--- src/rtl/mem_stage_lsu.sv ---
// MEM-stage load/store unit: turns RV32I loads/stores into word-aligned bus
// requests with byte enables, extends load data and stalls the pipeline meanwhile.
module mem_stage_lsu #(
  parameter int addr_width = 32
) (
  input  logic                  clk,
  input  logic                  reset,
  input  logic                  req_valid,
  input  logic                  req_write,
  input  logic [2:0]            req_funct3,
  input  logic [addr_width-1:0] req_addr,
  input  logic [31:0]           req_wdata,
  output logic                  lsu_busy,
  output logic                  resp_valid,
  output logic [31:0]           resp_rdata,
  output logic                  fault,
  output logic                  mem_req,
  output logic                  mem_we,
  output logic [addr_width-1:0] mem_addr,
  output logic [31:0]           mem_wdata,
  output logic [3:0]            mem_be,
  input  logic                  mem_ready,
  input  logic [31:0]           mem_rdata
);

  typedef enum logic [1:0] {S_IDLE, S_WAIT, S_DONE} state_t;

  state_t                state_reg, state_next;
  logic                  we_reg;
  logic [addr_width-1:0] addr_reg;
  logic [31:0]           wdata_reg;
  logic [3:0]            be_reg;
  logic [2:0]            f3_reg;
  logic [1:0]            off_reg;
  logic [31:0]           rdata_reg;
  logic                  fault_reg;

  logic [1:0]  off;
  logic        illegal;
  logic [3:0]  be_dec;
  logic [31:0] wdata_dec;
  logic [7:0]  byte_sel;
  logic [15:0] half_sel;
  logic [31:0] ext;
  logic        accept;

  assign off    = req_addr[1:0];
  assign accept = (state_reg == S_IDLE) && req_valid;

  always_comb begin
    illegal   = 1'b0;
    be_dec    = 4'b1111;
    wdata_dec = '0;
    case (req_funct3[1:0])
      2'b00: begin
        if (req_write) begin
          be_dec    = 4'b0001 << off;
          wdata_dec = {4{req_wdata[7:0]}};
        end
      end
      2'b01: begin
        illegal = off[0];
        if (req_write) begin
          be_dec    = off[1] ? 4'b1100 : 4'b0011;
          wdata_dec = {2{req_wdata[15:0]}};
        end
      end
      2'b10: begin
        illegal = |off;
        if (req_write) wdata_dec = req_wdata;
      end
      default: illegal = 1'b1;
    endcase
    // Unsigned variants exist only for loads.
    if (req_funct3[2] && req_write) illegal = 1'b1;
  end

  assign byte_sel = mem_rdata[{off_reg, 3'b000} +: 8];
  assign half_sel = mem_rdata[{off_reg[1], 4'b0000} +: 16];

  always_comb begin
    case (f3_reg[1:0])
      2'b00:   ext = {{24{~f3_reg[2] & byte_sel[7]}}, byte_sel};
      2'b01:   ext = {{16{~f3_reg[2] & half_sel[15]}}, half_sel};
      default: ext = mem_rdata;
    endcase
  end

  always_comb begin
    state_next = state_reg;
    case (state_reg)
      S_IDLE:  if (req_valid) state_next = illegal ? S_DONE : S_WAIT;
      S_WAIT:  if (mem_ready) state_next = S_DONE;
      default: state_next = S_IDLE;
    endcase
  end

  always_ff @(posedge clk) begin
    if (!reset) begin
      state_reg <= S_IDLE;
      we_reg    <= 1'b0;
      addr_reg  <= '0;
      wdata_reg <= '0;
      be_reg    <= '0;
      f3_reg    <= '0;
      off_reg   <= '0;
      rdata_reg <= '0;
      fault_reg <= 1'b0;
    end else begin
      state_reg <= state_next;
      if (accept) begin
        we_reg    <= req_write & ~illegal;
        addr_reg  <= {req_addr[addr_width-1:2], 2'b00};
        wdata_reg <= wdata_dec;
        be_reg    <= be_dec;
        f3_reg    <= req_funct3;
        off_reg   <= off;
        fault_reg <= illegal;
        if (illegal) rdata_reg <= '0;
      end
      // Stores complete with zero data so resp_rdata never leaks stale loads.
      if (state_reg == S_WAIT && mem_ready) rdata_reg <= we_reg ? 32'h0 : ext;
    end
  end

  assign lsu_busy   = accept || (state_reg == S_WAIT);
  assign mem_req    = (state_reg == S_WAIT);
  assign mem_we     = we_reg;
  assign mem_addr   = addr_reg;
  assign mem_wdata  = wdata_reg;
  assign mem_be     = be_reg;
  assign resp_valid = (state_reg == S_DONE);
  assign fault      = (state_reg == S_DONE) && fault_reg;
  assign resp_rdata = rdata_reg;

endmodule

--- config.mk ---
export PLATFORM = sky130hd
export DESIGN_NAME = mem_stage_lsu
export DESIGN_NICKNAME = d
export VERILOG_FILES = /design/src/rtl/mem_stage_lsu.sv
export SDC_FILE = /design/constraint.sdc
export NUM_CORES = 1
export LEC_CHECK = 0
export ABC_AREA = 0
export CORE_UTILIZATION = 45
export DETAILED_ROUTE_END_ITERATION = 10
export PLACE_DENSITY = 0.82
export RECOVER_POWER = 25
export SYNTH_ARGS = -nofsm -noshare
export SYNTH_HDL_FRONTEND = slang
export SYNTH_SLANG_ARGS = --single-unit
--- constraint.sdc ---
create_clock -name clk -period 2.45 [get_ports clk]
set_input_delay 0.49 -clock clk [delete_from_list [all_inputs] [get_ports clk]]
set_output_delay 0.49 -clock clk [all_outputs]
set_load 0.03 [all_outputs]
==> results of run 1 <==
-- cell usage in the layout (no fill, tap or decap), types with 11 or more instances in the layout --
cell type | netlist | routed
dfxtp_1 | 107 | 107
nand2_1 | 77 | 77
buf_4 | 2 | 16
nor3_1 | 11 | 11
o21ai_0 | 33 | 33
mux2i_1 | 17 | 17
clkdlybuf4s50_1 | 0 | 202
a22oi_1 | 30 | 30
o2bb2ai_1 | 20 | 20
nor2_1 | 58 | 58
a21oi_1 | 46 | 46
-- cells by family after synthesis --
family | count (synthesis) | share of synthesized area [%]
flops | 107 | 45.7
other cells | 1 | 0.0801
mux | 25 | 5.56
buf+inv | 56 | 5.21
simple gates | 180 | 17.2
compound gates | 168 | 26.3
-- path summary, 6_finish.rpt --
kind	start	endpoint	slack [ps]	cells past startpoint
max	req_valid	lsu_busy	150	4
max reg2reg	off_reg[1]	resp_rdata[27]	430	4
min	mem_addr[7]	mem_addr[7]	460	2
min reg2reg	mem_addr[7]	mem_addr[7]	460	2
-- metrics by stage --
step	hold WS, ps	area (um2)	total power, uW	std cells
floorplan	440	4690	2430	538
global placement	440	6880	2860	851
detailed placement	447	6880	2880	851
CTS	461	7060	3870	867
global route	480	7040	4020	867
finish	457	7040	3830	867
-- metal layers --
layer,track usage (%),share of wire (%)
met1,32.9,41
met2,42.4,47
met3,8.52,8.5
met4,11.0,3.5
met5,0,0
-- cell type report --
cell class | count | area [um2]
Clock inverter | 6 | 40.0
Sequential cell | 107 | 2140
Inverter | 11 | 41.3
Clock buffer | 10 | 138
Tap cell | 133 | 166
Fill cell | 790 | 2870
Multi-Input combinational cell | 375 | 2310
Timing Repair Buffer | 225 | 2210
-- worst register-to-register path: stages (launching register included) --
cell and delay, ps:
dfxtp_1 500, mux2i_1 410, o21ai_0 240, o221ai_4 580
o2bb2ai_1 160
-- power by group --
part           leakage, uW  total [uW]  switching, uW  internal [uW]
clock network    0.0000924         989            591            398
registers         0.000872        1880           61.0           1820
logic              0.00162         958            518            440
==> impl_metrics.yaml, run 1 <==
outcome:
  status: "completed"
global_route:
  grt_max_degree: 47
  first_global_vias: 4582
  grt_pass1_wl_um: 23000
  grt.total_usage_pct: 26.5
  grt-ovfl-total: 0
  antenna_found_initial: 0
timing:
  setup_viol: 0
  tns_ps: 0
  fmax_ghz: 0.434
  period_minus_slack_ps: 2300
  hold_viol_final: 0
  setup_ws_ps: 146
  slew_viol_final: 0
  fin_skew_ps: 8.32
  timing.slew.headroom_pct: 54.5
  worst_pin_slew_ps: 683
  rsz0062_at_grt: "no"
  final_min_period_over_clock_period_pct: 94.0
synthesis:
  synth-edff-count: 0
  synth_area_mm2: 0.00468
  yosysSeqAreaShare_pct: 45.7
  ys_ff_latch: 107
  netlist_top_cells_count: "dfxtp_1, nand2_1, nor2_1"
  synth_largest_area_cell: "dfxtp_1"
  async_reset_ff_share_pct: 0
  netlist.area_leader.share_pct: 45.7
  avgSynthCellArea_um2: 8.72
  synth.area.top_cells: "dfxtp_1, nand2_1, a21oi_1, a22oi_1, nor2_1"
  ys_warn_count: 0
  synthFlopType: "dfxtp_1"
  synth_cell_types: 46
  synth_most_common_cell: "dfxtp_1"
  synth_cells: 537
hold_path:
  hold_class: "reg2reg"
place:
  portBuffers: 206
  gp_congestion: 0.903
  hpwl_um: 10800
  place_ws_ps: 69.6
clock_network:
  post-cts-setup-buffers: 0
  cts.sinks: 107
  cts_buffers: 9
  cts.path.max_buffers: 2
  holdBufCountCts: 0
  htreeDepth: 3
  ctsResizeCount: 0
  root_buffer: "clkbuf_8"
  clk_pin_slew_ps: 100
  worstSkewPairLatency_ps: 360
  cts_tree: "built"
route:
  vias: 4772
  dr.pass1.iters: 6
  avgRoutedWirePerCell_um: 16.6
  drc: 0
  ant_nets: 0
  drt-initial-drc-count: 236
  viasPerCell: 5.50
  routed_wl_um: 14400
final_layout:
  fin_util_pct: 71.1
  nets: 833
  syn2layout_area_growth_pct: 50.4
  num_antenna_cells: 0
  layout-drive-gt1-share_pct: 8.45
critical_path:
  crit_chain: "dlygate4sd3_1, or3b_2, nand2_1, buf_4"
  max_stage_delay_ps: 600
  critPathTopFamily: "buffers and inverters"
  required_ps: 1960
  end_kind: "output port"
  crit_buf_inv: 2
  critical_path_class: "in2out"
  cp_data_arrival_time_ps: 1810
  start_kind: "primary input"
  crit_slowest_cell: "dlygate4sd3_1"
  crit_fanout: 4
floorplan:
  core_area_mm2: 0.00991
  row_count: 36
  dieArea_mm2: 0.0108
  initial_core_util_pct: 47.3
  die_y_um: 104
  dieWidth_um: 104
  ios: 209
power_and_ir_drop:
  p_per_area_mw_per_mm2: 544
  ir_drop_mv: 0.316
  p_leak_uw: 0.00259
flow_run:
  maxCapViolations: 0
(Power assumes the default switching activity.)
==> run 2: changes to the inputs <==
- GPL_TIMING_DRIVEN: not set -> 1
==> results of run 2 <==
No change in the layout: final DEF, timing and power equal those of run 1.
==> RTL change, RTL diff (config.mk and constraints of run 2) <==
Set the parameter `addr_width` to 64 (it was 32).
--- a/src/rtl/mem_stage_lsu.sv
+++ b/src/rtl/mem_stage_lsu.sv
@@ -2,5 +2,5 @@
 // requests with byte enables, extends load data and stalls the pipeline meanwhile.
 module mem_stage_lsu #(
-  parameter int addr_width = 32
+  parameter int addr_width = 64
 ) (
   input  logic                  clk,
Interface: changed (resized mem_addr and req_addr); port bits go from 209 to 273. No check against the original RTL was run, so the function may have changed too.
==> RTL change against run 2 <==
- clock power increased to 2.7 times the old value
- synthesized area up 23%
- sequential cell count increased by 32
- routed wire length increased by 38%
- total power up 66%
- final cell count is 28% higher
- worst setup slack gained 0.054 ns
- clock skew is 0.0040 ns lower
- utilization up 4.5 points
- via count up 27%
- sequential power increased by 31%
- cell area up 31%
- register-to-register slack better by 0.07 ns
- sequential share of layout area decreased by 0.28 points
- largest power group is now the clock network
- highest routed layer unchanged
==> RTL change: results (changes against run 2) <==
STA
  • Slew margin rel.: 0.562 (was 0.545)
  • Worst clock skew: 0.00435 ns (was 0.00832 ns)
  • Fin. Hold Viols: 0 (unchanged)

Route
  • Met1 WL: 7430 µm (was 5940 µm)
  • Initial DRC Count: 529 (was 236)
  • Final wirelength: 19900 µm (was 14400 µm)
  • WL met2: 9780 µm (was 6700 µm)

Placed design
  • Worst slack, placed: 0.110 ns (was 0.0696 ns)
  • Final Wtd Congestion: 0.892 (was 0.903)
  • # port buffers: 270 (was 206)
  • Final HPWL DP: 14300 µm (was 10800 µm)
  • Placed Area: 8630 µm² (was 6880 µm²)

Power and ir drop
  • Comb power: 1.27 mW (was 958 µW)
  • Seq pwr: 2.46 mW (was 1.88 mW)
  • Static Leak: 3.45 nW (was 2.59 nW)
  • Worst vdd ir: 0.579 mV (was 0.316 mV)

Cells and area
  • Clock-cell share: 0.0653 (was 0.0252)
  • Buffers outside the clock class: 287 (was 225)
  • Buffer share of cell area: 0.314 (was 0.313)
  • Inserted Diodes: 2 (was 0)
  • Share of layout cells above drive strength 1: 0.0682 (was 0.0845)
  • Multi-In Gates: 471 (was 375)
  • FF/Latch Area: 2780 µm² (was 2140 µm²)
  • Fillers: 913 (was 790)
  • Nets@finish: 1063 (was 833)
  • Clock buffer count: 23 (was 10)
  • Area of the multi-input gates: 2690 µm² (was 2310 µm²)
  • Multi-input gate share of total cell area: 0.291 (was 0.328)

Global routing
  • Initial antenna violation count: 2 (was 0)
  • Tot GR Track Use: 0.304 (was 0.265)
  • Largest net degree at the start of global routing: 85 (was 47)
  • Met3 GRT Util: 0.115 (was 0.0852)
  • First-pass GRT wire length: 30700 µm (was 23000 µm)
  • GR Util met2: 0.518 (was 0.424)
  • Met1 GRT Util: 0.334 (was 0.329)

CTS
  • H-Tree Depth: 4 (was 3)
  • CTS buffer count: 17 (was 9)
  • Clock slew at reported path FFs: 0.06 ns (was 0.10 ns)
  • Worst skew pair latency: 0.42 ns (was 0.36 ns)

Synth
  • Compound-Gate Fraction of Synth Area: 0.240 (was 0.263)
  • Sequential area share after synthesis: 0.484 (was 0.457)
  • Netlist cell types: 45 (was 46)
  • Asr flop ratio synth: 0 (unchanged)
  • Top cells by area, synth: dfxtp_1 48%, nand2_1 9.2%, a21oi_1 6.8%, a22oi_1 3.9%, nor2_1 3.8% (was dfxtp_1 46%, nand2_1 6.2%, a21oi_1 4.9%, a22oi_1 4.8%, nor2_1 4.6%)
  • Top cells by count, synth: 141 x nand2_1, 139 x dfxtp_1, 78 x a21oi_1 (was 107 x dfxtp_1, 77 x nand2_1, 58 x nor2_1)
  • Post-synthesis mux area share: 0.0453 (was 0.0556)
  • #FFs+latches synth: 139 (was 107)

Worst setup path
  • Delay-heaviest family, CP: simple AND/OR/NAND/NOR gates (was buffers and inverters)
  • Max incr delay on CP: 0.58 ns (was 0.60 ns)
  • Crit path DAT: 2.60 ns (was 1.81 ns)
  • CP max FO: 10 (was 4)

Outcome
  • Status: finished clean (unchanged)
-- RTL change: timing repair --
item                                    in CTS  in global routing
setup buffers                                0                  0
resized for setup                            0                  1
endpoints found under the setup margin       0                  1
-- RTL change: final timing paths --
check	startpoint	endpoint	slack, ns	cells past startpoint
hold reg to reg	mem_addr[27]	mem_addr[27]	0.45	2
setup reg to reg	state_reg[1]	mem_wdata[9]	0.50	5
setup / recovery	req_valid	mem_wdata[9]	0.20	6
hold / removal	mem_addr[27]	mem_addr[27]	0.45	2
-- RTL change: metrics by stage --
step | util | power (mW) | cells | hold WS (ns)
2_1_floorplan | - | 3.15 | 677 | 0.440
3_3_place_gp | 0.707 | 3.73 | 1076 | 0.442
3_5_place_dp | 0.707 | 3.76 | 1076 | 0.445
4_1_cts | 0.756 | 6.39 | 1107 | 0.454
5_1_grt | 0.756 | 6.58 | 1109 | 0.467
6_report | 0.756 | 6.36 | 1109 | 0.453
